## src/rtl/matrix_scan_if.sv

```systemverilog
// Signal bundle between a pixel-map source and the 7x5 matrix scan driver.
// The master supplies maps and enable; the slave drives the matrix.
interface matrix_scan_if;
    logic        en;
    logic [34:0] map_in;
    logic        load;
    logic [6:0]  row;
    logic [4:0]  col;
    logic [2:0]  row_idx;
    logic        frame_start;
    logic        load_ack;

    modport master (
        output en, map_in, load,
        input  row, col, row_idx, frame_start, load_ack
    );

    modport slave (
        input  en, map_in, load,
        output row, col, row_idx, frame_start, load_ack
    );
endinterface

```

## src/rtl/matrix_scan.sv

```systemverilog
// Row-multiplexed 7x5 LED matrix scanner.
// Maps are double-buffered and swapped only at frame boundaries.
module matrix_scan #(
    parameter int ROW_CYCLES   = 4,
    parameter int BLANK_CYCLES = 1
) (
    input logic         clk,
    input logic         reset,
    matrix_scan_if.slave bus
);
    localparam int MAXC = (ROW_CYCLES > BLANK_CYCLES) ?
                          ROW_CYCLES : BLANK_CYCLES;
    localparam int CW   = (MAXC > 1) ? $clog2(MAXC) : 1;
    localparam logic [CW-1:0] ROW_LD = CW'(ROW_CYCLES - 1);
    localparam logic [CW-1:0] BLK_LD =
        CW'((BLANK_CYCLES > 0) ? BLANK_CYCLES - 1 : 0);

    typedef enum logic [1:0] {IDLE, LIT, BLANK} state_t;

    state_t      state_q, state_d;
    logic [CW-1:0] cnt_q, cnt_d;
    logic [2:0]  row_idx_q, row_idx_d;
    logic [6:0]  row_q, row_d;
    logic [4:0]  col_q, col_d;
    logic        frame_start_q, frame_start_d;
    logic        load_ack_q, load_ack_d;
    logic [34:0] buffer_q, buffer_d;
    logic [34:0] shadow_q, shadow_d;
    logic        pending_q, pending_d;

    logic        enter_lit;
    logic        boundary;
    logic [2:0]  lit_idx;
    logic [2:0]  nxt_idx;
    logic [5:0]  base;

    always_comb begin
        state_d       = state_q;
        cnt_d         = cnt_q;
        row_idx_d     = row_idx_q;
        row_d         = row_q;
        col_d         = col_q;
        frame_start_d = 1'b0;
        load_ack_d    = 1'b0;
        buffer_d      = buffer_q;
        shadow_d      = shadow_q;
        pending_d     = pending_q;
        enter_lit     = 1'b0;
        boundary      = 1'b0;
        lit_idx       = 3'd0;
        base          = 6'd0;
        nxt_idx       = (row_idx_q == 3'd6) ? 3'd0 : row_idx_q + 3'd1;

        if (bus.load) begin
            shadow_d  = bus.map_in;
            pending_d = 1'b1;
        end

        if (!bus.en) begin
            state_d   = IDLE;
            cnt_d     = '0;
            row_idx_d = 3'd0;
            row_d     = 7'd0;
            col_d     = 5'd0;
        end else begin
            unique case (state_q)
                IDLE: begin
                    enter_lit = 1'b1;
                    boundary  = 1'b1;
                end
                LIT: begin
                    if (cnt_q != '0) begin
                        cnt_d = cnt_q - 1'b1;
                    end else if (BLANK_CYCLES > 0) begin
                        state_d = BLANK;
                        cnt_d   = BLK_LD;
                        row_d   = 7'd0;
                        col_d   = 5'd0;
                    end else begin
                        enter_lit = 1'b1;
                        lit_idx   = nxt_idx;
                        boundary  = (nxt_idx == 3'd0);
                    end
                end
                BLANK: begin
                    if (cnt_q != '0) begin
                        cnt_d = cnt_q - 1'b1;
                    end else begin
                        enter_lit = 1'b1;
                        lit_idx   = nxt_idx;
                        boundary  = (nxt_idx == 3'd0);
                    end
                end
                default: state_d = IDLE;
            endcase
        end

        // A load on the boundary edge itself beats the older shadow copy.
        if (boundary) begin
            if (bus.load) begin
                buffer_d = bus.map_in;
            end else if (pending_q) begin
                buffer_d = shadow_q;
            end
            if (bus.load || pending_q) begin
                pending_d  = 1'b0;
                load_ack_d = 1'b1;
            end
        end

        if (enter_lit) begin
            state_d   = LIT;
            cnt_d     = ROW_LD;
            row_idx_d = lit_idx;
            row_d     = 7'd1 << lit_idx;
            base      = {3'd0, lit_idx} * 6'd5;
            col_d     = buffer_d[base +: 5];
        end

        frame_start_d = boundary;
    end

    always_ff @(posedge clk or posedge reset) begin
        if (reset) begin
            state_q       <= IDLE;
            cnt_q         <= '0;
            row_idx_q     <= 3'd0;
            row_q         <= 7'd0;
            col_q         <= 5'd0;
            frame_start_q <= 1'b0;
            load_ack_q    <= 1'b0;
            buffer_q      <= 35'd0;
            shadow_q      <= 35'd0;
            pending_q     <= 1'b0;
        end else begin
            state_q       <= state_d;
            cnt_q         <= cnt_d;
            row_idx_q     <= row_idx_d;
            row_q         <= row_d;
            col_q         <= col_d;
            frame_start_q <= frame_start_d;
            load_ack_q    <= load_ack_d;
            buffer_q      <= buffer_d;
            shadow_q      <= shadow_d;
            pending_q     <= pending_d;
        end
    end

    assign bus.row         = row_q;
    assign bus.col         = col_q;
    assign bus.row_idx     = row_idx_q;
    assign bus.frame_start = frame_start_q;
    assign bus.load_ack    = load_ack_q;
endmodule

```

## src/flat_wrapper.sv

```systemverilog
// flat-port wrapper written by rule: the top's interface ports become plain ports
module matrix_scan_flat 
#(
    parameter int ROW_CYCLES   = 4,
    parameter int BLANK_CYCLES = 1
)
  (clk, reset, bus_en, bus_map_in, bus_load, bus_row, bus_col, bus_row_idx, bus_frame_start, bus_load_ack);
  matrix_scan_if bus_i ();
  input logic clk;
  input logic reset;
  input wire logic [$bits(bus_i.en)-1:0] bus_en;
  input wire logic [$bits(bus_i.map_in)-1:0] bus_map_in;
  input wire logic [$bits(bus_i.load)-1:0] bus_load;
  output wire logic [$bits(bus_i.row)-1:0] bus_row;
  output wire logic [$bits(bus_i.col)-1:0] bus_col;
  output wire logic [$bits(bus_i.row_idx)-1:0] bus_row_idx;
  output wire logic [$bits(bus_i.frame_start)-1:0] bus_frame_start;
  output wire logic [$bits(bus_i.load_ack)-1:0] bus_load_ack;
  assign bus_i.en = bus_en;
  assign bus_i.map_in = bus_map_in;
  assign bus_i.load = bus_load;
  assign bus_row = bus_i.row;
  assign bus_col = bus_i.col;
  assign bus_row_idx = bus_i.row_idx;
  assign bus_frame_start = bus_i.frame_start;
  assign bus_load_ack = bus_i.load_ack;
  matrix_scan #(.ROW_CYCLES(ROW_CYCLES), .BLANK_CYCLES(BLANK_CYCLES)) u_core (.clk(clk), .reset(reset), .bus(bus_i));
endmodule
```

## config.mk

```make
export PLATFORM = sky130hd
export DESIGN_NAME = matrix_scan_flat
export DESIGN_NICKNAME = d
export VERILOG_FILES = /design/src/rtl/matrix_scan_if.sv /design/src/rtl/matrix_scan.sv /design/src/flat_wrapper.sv
export SDC_FILE = /design/constraint.sdc
export NUM_CORES = 1
export LEC_CHECK = 0
export BUFFER_PORTS_ARGS = -buffer_cell sky130_fd_sc_hd__buf_2
export CORE_MARGIN = 3
export CORE_UTILIZATION = 45
export CTS_BUF_LIST = sky130_fd_sc_hd__clkbuf_4
export CTS_CLUSTER_DIAMETER = 30
export DETAILED_ROUTE_END_ITERATION = 10
export PLACE_DENSITY = 0.76
export SYNTH_ARGS = -nofsm -noshare
export SYNTH_HDL_FRONTEND = slang
export SYNTH_SLANG_ARGS = --single-unit
```

## constraint.sdc

```tcl
create_clock -name clk -period 2.42 [get_ports clk]
set_input_delay 0.242 -clock clk [delete_from_list [all_inputs] [get_ports clk]]
set_output_delay 0.242 -clock clk [all_outputs]
set_load 0.02 [all_outputs]
```

# Word-level counts from Yosys, hierarchy flattened
# Index checks and enable logic that the tools add are counted.
dict set report totals {
  out_inout_bits 17
  elab_cells 70
  inputBits 39
  regBits 92
}
dict set report classes {
  eq_ne 10
  addsub 2
  mul 1
  muxes 37
  n_reduce_logical 8
  shifts 2
}
# op n
set ops {}
lappend ops {{35-bit two-way mux} 3}
lappend ops {{35-bit by 7-bit indexed part select with 5-bit output} 1}
lappend ops {{7-bit two-way mux} 4}
lappend ops {{5-bit two-way mux} 4}
lappend ops {{3-bit two-way mux} 6}
lappend ops {{2-bit two-way mux} 7}
lappend ops {{1-bit two-way mux} 9}
lappend ops {{2-bit case mux with 2 select lines} 2}
lappend ops {{1-bit by 3-bit left shift with 7-bit output (first input constant)} 1}
lappend ops {{3-bit by 3-bit multiplier with 6-bit output (second input constant)} 1}
lappend ops {{3-bit by 2-bit != test with 1-bit output (second input constant)} 2}
lappend ops {{2-bit AND reduction} 3}
lappend ops {{4-bit by 1-bit != test with 1-bit output (second input constant)} 1}
lappend ops {{4-bit by 2-bit != test with 1-bit output (second input constant)} 1}
lappend ops {{4-bit by 3-bit != test with 1-bit output (second input constant)} 1}
lappend ops {{1-bit case mux with 2 select lines} 2}
lappend ops {{3-bit by 1-bit adder with 3-bit output (second input constant)} 1}
lappend ops {{3-bit == test (second input constant)} 1}
lappend ops {{3-bit logical NOT} 1}
lappend ops {{3-bit by 1-bit != test with 1-bit output (second input constant)} 1}
lappend ops {{2-bit by 1-bit == test with 1-bit output (second input constant)} 1}
lappend ops {{2-bit == test (second input constant)} 1}
lappend ops {{2-bit logical NOT} 1}
lappend ops {{2-bit by 1-bit != test with 1-bit output (second input constant)} 1}
lappend ops {{4 further kinds} 4}

# Depth between registers and ports, before layout
dict set report logic_depth {
  depth_word 9
  mapped_depth 8
  depth_no_buf 6
}

# Least setup slack after synthesis
# OpenSTA, ideal clock, no wires.
dict set report synth_timing {
  kind {flip-flop to flip-flop}
  start {reg u_core.cnt_q[1]}
  end {reg u_core.col_q[3], in the netlist u_core.bus.col[3]}
  t_arrival_ns 1.759
  t_required_ns 2.294
  stages_incl_launch_ff 7
  period_less_slack_ns 1.885
  slack_ns 0.535
  path_buffers 1
  setup_ns 0.126
  path_cell_list {dfrtp_1 -> nor4b_4 -> nand2_1 -> or2_0 -> clkbuf_2 -> o221a_1 -> a221o_1}
}
dict set report synth_via {
  elab_chain_len 7
  elab_cells_between_ends 17
  classes_between {1 x mul; 2 x eq/ne; 1 x shift; 11 x mux; 2 x reduce/logical}
}
# element line_no
set synth_lines {}
lappend synth_lines {{from (decl)} matrix_scan.sv:21} ;# logic [CW-1:0] cnt_q, cnt_d;
lappend synth_lines {{from (signal assigned)} matrix_scan.sv:137} ;# cnt_q <= cnt_d;
lappend synth_lines {{2-bit nonzero test *} {matrix_scan.sv:72, matrix_scan.sv:86}}
lappend synth_lines {{3-bit two-way mux or 1-bit two-way mux (tied branches)} matrix_scan.sv:86} ;# if (cnt_q != '0) begin
lappend synth_lines {{3-bit two-way mux or 1-bit case mux with 2 select lines (tied branches)} -}
lappend synth_lines {{3-bit two-way mux or 1-bit two-way mux (tied branches)} matrix_scan.sv:59} ;# if (!bus.en) begin
lappend synth_lines {{3-bit by 3-bit multiplier with 6-bit output or 35-bit two-way mux (tied branches)} {matrix_scan.sv:116, matrix_scan.sv:99}}
lappend synth_lines {{35-bit by 7-bit indexed part select with 5-bit output} matrix_scan.sv:117} ;# col_d = buffer_d[base +: 5];
lappend synth_lines {{5-bit two-way mux} matrix_scan.sv:111} ;# if (enter_lit) begin
lappend synth_lines {{to (signal assigned)} matrix_scan.sv:140} ;# col_q <= col_d;
lappend synth_lines {{to (decl)} matrix_scan.sv:24} ;# logic [4:0] col_q, col_d;
# Mark *: on every way between the ends. The rest lies on a longest branch, timed or not.
# A chain may end at the register's enable or synchronous reset.

# Worst setup path after layout
dict set report layout_timing {
  start {reg u_core.state_q[0]}
  end {reg u_core.col_q[2], in the netlist u_core.bus.col[2]}
}
dict set report layout_via {
  elab_chain_len 6
  elab_cells_between_ends 16
  classes_between {1 x mul; 4 x eq/ne; 1 x shift; 8 x mux; 2 x reduce/logical}
}
# element line_no
set layout_lines {}
lappend layout_lines {{from (decl)} matrix_scan.sv:20} ;# state_t state_q, state_d;
lappend layout_lines {{from (signal assigned)} matrix_scan.sv:136} ;# state_q <= state_d;
lappend layout_lines {{2-bit == test or 2-bit logical NOT (tied branches)} matrix_scan.sv:66} ;# unique case (state_q)
lappend layout_lines {{3-bit two-way mux or 1-bit case mux with 2 select lines (tied branches)} -}
lappend layout_lines {{3-bit two-way mux or 1-bit two-way mux (tied branches)} matrix_scan.sv:59}
lappend layout_lines {{3-bit by 3-bit multiplier with 6-bit output or 35-bit two-way mux (tied branches)} {matrix_scan.sv:116, matrix_scan.sv:99}}
lappend layout_lines {{35-bit by 7-bit indexed part select with 5-bit output} matrix_scan.sv:117}
lappend layout_lines {{5-bit two-way mux} matrix_scan.sv:111}
# Parallel ways exist; a longest one is shown, timed or not.

==> impl_metrics.toml <==
[outcome]
status = "finished clean"

[sta]
finalMaxSlewViolations = 0
worst_slew_pin_slew_ps = 646.6
period_share = 0.9302
whs_ps = 19.28
final-setup-viol-count = 0
fmax_ghz = 0.4442
hold_violations = 0
setup_ws_ps = 169.0
finalSetupTns_ps = 0
fin_crit_ps = 2251
maxSlewHeadroom = 0.5680
skew_ps = 15.77
grt_setup_unrepaired = "no"

[detailed_routing]
wl_um = 11310
avgRoutedWirePerCell_um = 18.48
drt-vias-per-instance = 5.894
drt_iter0_drc = 212
drtAntennaViolNets = 0
post-route-drc-count = 0
first_pass_iters = 5
num_vias = 3607

[die]
die_area_mm2 = 0.01113
pin_count = 56
fp.dieW_um = 105.5
die_h_um = 105.5
initial_core_util = 0.4731
core_area_mm2 = 0.009415
rows = 35

[critical_path]
critPathLaunchType = "flop"
critPathKind = "flop to flop"
required_ps = 2780
rrSetupSlack_ps = 170
cp-end-kind = "flop"
cp_max_fo = 11
worst_ep_arrival_time_ps = 2610

[run]
maxCapViolations = 0

[final_layout]
n_antenna_cell = 0
final_area_mm2 = 0.005157
final_common_cell = "dfrtp_1"
finalNetCount = 517
area_growth_pct = 15.79
final_cell_mix = "dfrtp_1 (92), buf_2 (55), nand2_1 (32)"
drive_gt1_frac = 0.3002
n_fill_cell = 831

[synthesis]
synth_area_mm2 = 0.004454
synthFlopType = "dfrtp_1"
async_flop_share = 1.000
ys.warnings.count = 0
synth_cell_type_count = 65
synth_edf_count = 0
syn-num-nets = 451
ys_ff_latch = 92
synth_area_per_cell_um2 = 10.81
synth_cells = 412
seq_area_frac_synth = 0.5169

[place]
place_ws_ps = 202.4
dp_hpwl_um = 8158
gp_congestion = 0.9631
port_buffers = 55
placed_cell_area_mm2 = 0.004965

[clocking]
cts_tree = "built"
clk_path_buf_depth = 2
post_cts_buffers = 0
clock-root-buffer = "clkbuf_4"
numClockSinks = 92
cts_made_buffers = 9
clk_pin_slew_ps = 160
htree_levels = 3
cts_resized = 0
clk_latency_ps = 460

[power_and_ir_drop]
power_density_mw_per_mm2 = 741.9
ir_worst_vdd_mv = 0.3709
power.share.clock = 0.230
power_frac_seq = 0.527
power.switching_mw = 1.245
swShare = 0.3254
p_leak_nw = 2.256
intPower_mw = 2.581
combPwrFrac = 0.244

[global_routing]
grt_pass1_wl_um = 18570
grt_usage = 0.2105
grt_max_degree = 38
antenna_found_initial = 0
busiest_layer = "met2"
grtUsageMet2 = 0.3128
grt_use_met1 = 0.3003
grt_pass1_vias = 3509
globalRouteOverflowTotal = 0
use_met3 = 0.05205

[min_path]
min_path_type = "input pin to flop"
[layout make-up]
class	count	area (µm²)	share of cell area
multi-input cells	278	1948	0.3777
clock buffers	9	67.56	0.01310
inverters	11	45.04	0.008734
clock inverters	7	75.07	0.01456
well taps	129	161.4	0.03130
flip-flops and latches	92	2302	0.4464
repair buffers	86	558.0	0.1082
[logic make-up after synthesis]
family | synth area share
simple gates | 0.1289
buf+inv | 0.04578
flops | 0.5169
mux | 0.08062
compound gates | 0.2278
[flip-flops by register name (all words and copies together) (netlist names)]
name,cells
u_core.buffer_q,35
u_core.bus.col,5
u_core.bus.frame_start,1
u_core.bus.load_ack,1
u_core.bus.row,7
u_core.bus.row_idx,3
u_core.cnt_q,2
u_core.pending_q,1
u_core.shadow_q,35
u_core.state_q,2
[power groups by stage]
stage	Clock, mW	Combinational, mW	Sequential, mW
floorplan	0	0.654	2.00
global placement	0	0.894	2.03
detailed placement	0	0.917	2.04
CTS	0.894	0.923	2.01
global route	0.961	1.03	2.05
finish	0.879	0.932	2.02
[cells in the mapped netlist (all sizes together) (2+ instances only)]
cell,number,area [µm²]
nor2,17,66.32
a21oi,30,150.1
nor2b,6,45.04
nand3b,2,15.01
o21a,3,22.52
a2111oi,2,30.03
dfrtp,92,2302
a21o,3,22.52
o31ai,3,22.52
o211a,3,30.03
a31o,2,17.52
a22o,5,43.79
and2,5,31.28
or3b,3,26.28
a22oi,4,30.03
mux2,31,349.1
o211ai,5,37.54
a21boi,3,26.27
nor4,12,81.33
clkbuf,7,27.52
o2bb2ai,3,26.28
o22a,13,113.9
or3,3,18.77
a41oi,2,17.52
a221o,5,50.05
a32oi,2,17.52
or2,2,12.52
o221a,2,22.52
buf,24,135.1
o22ai,18,112.6
nand3,3,27.53
nand2,32,120.1
nand2b,8,50.05
o21ai,24,123.9
nor3,4,20.02
a211o,2,17.52
inv,10,37.54
a31oi,3,18.77
[path summary, 6_finish.rpt]
| kind | start | end | depth (start not counted) |
|---|---|---|---|
| max | u_core.state_q[0]$_DFFE_PP0P_ | u_core.bus.col[2]$_DFFE_PP0P_ | 6 |
| min | bus_map_in[8] | u_core.shadow_q[8]$_DFFE_PP0P_ | 3 |
| max reg2reg | u_core.state_q[0]$_DFFE_PP0P_ | u_core.bus.col[2]$_DFFE_PP0P_ | 6 |
| min reg2reg | u_core.buffer_q[6]$_DFF_PP0_ | u_core.buffer_q[6]$_DFF_PP0_ | 2 |
| max in group asynchronous | reset | u_core.state_q[0]$_DFFE_PP0P_ | 4 |
| min in group asynchronous | reset | u_core.buffer_q[12]$_DFF_PP0_ | 3 |
[metrics by stage]
step / cells / power, mW / utilization
floorplan: 412 / 2.654 / -
global placement: 591 / 2.921 / 0.5273
detailed placement: 591 / 2.959 / 0.5273
CTS: 608 / 3.826 / 0.5435
global route: 612 / 4.040 / 0.5478
finish: 612 / 3.826 / 0.5478
[timing repair]
| item | 4_1_cts | 5_1_grt |
|---|---|---|
| hold buffers | 1 | 4 |
| setup endpoints to repair | 0 | 0 |
| hold endpoints to repair | 25 | 4 |
[layer usage]
layer,vias up,part of all wire,wire (µm)
met1,1759,0.46,5232
li1,1677,-,-
met5,-,0,0
met4,0,0.029,325
met3,30,0.058,658
met2,141,0.45,5091
[worst max-delay path, stage by stage (launching register included)]
cell and delay [ps]:
dfrtp_1 510, nand2b_1 440, buf_4 310, a2111oi_2 390, o21ai_0 190, a32oi_1 230, o31ai_1 90
Power figures use the tool's default switching activity.
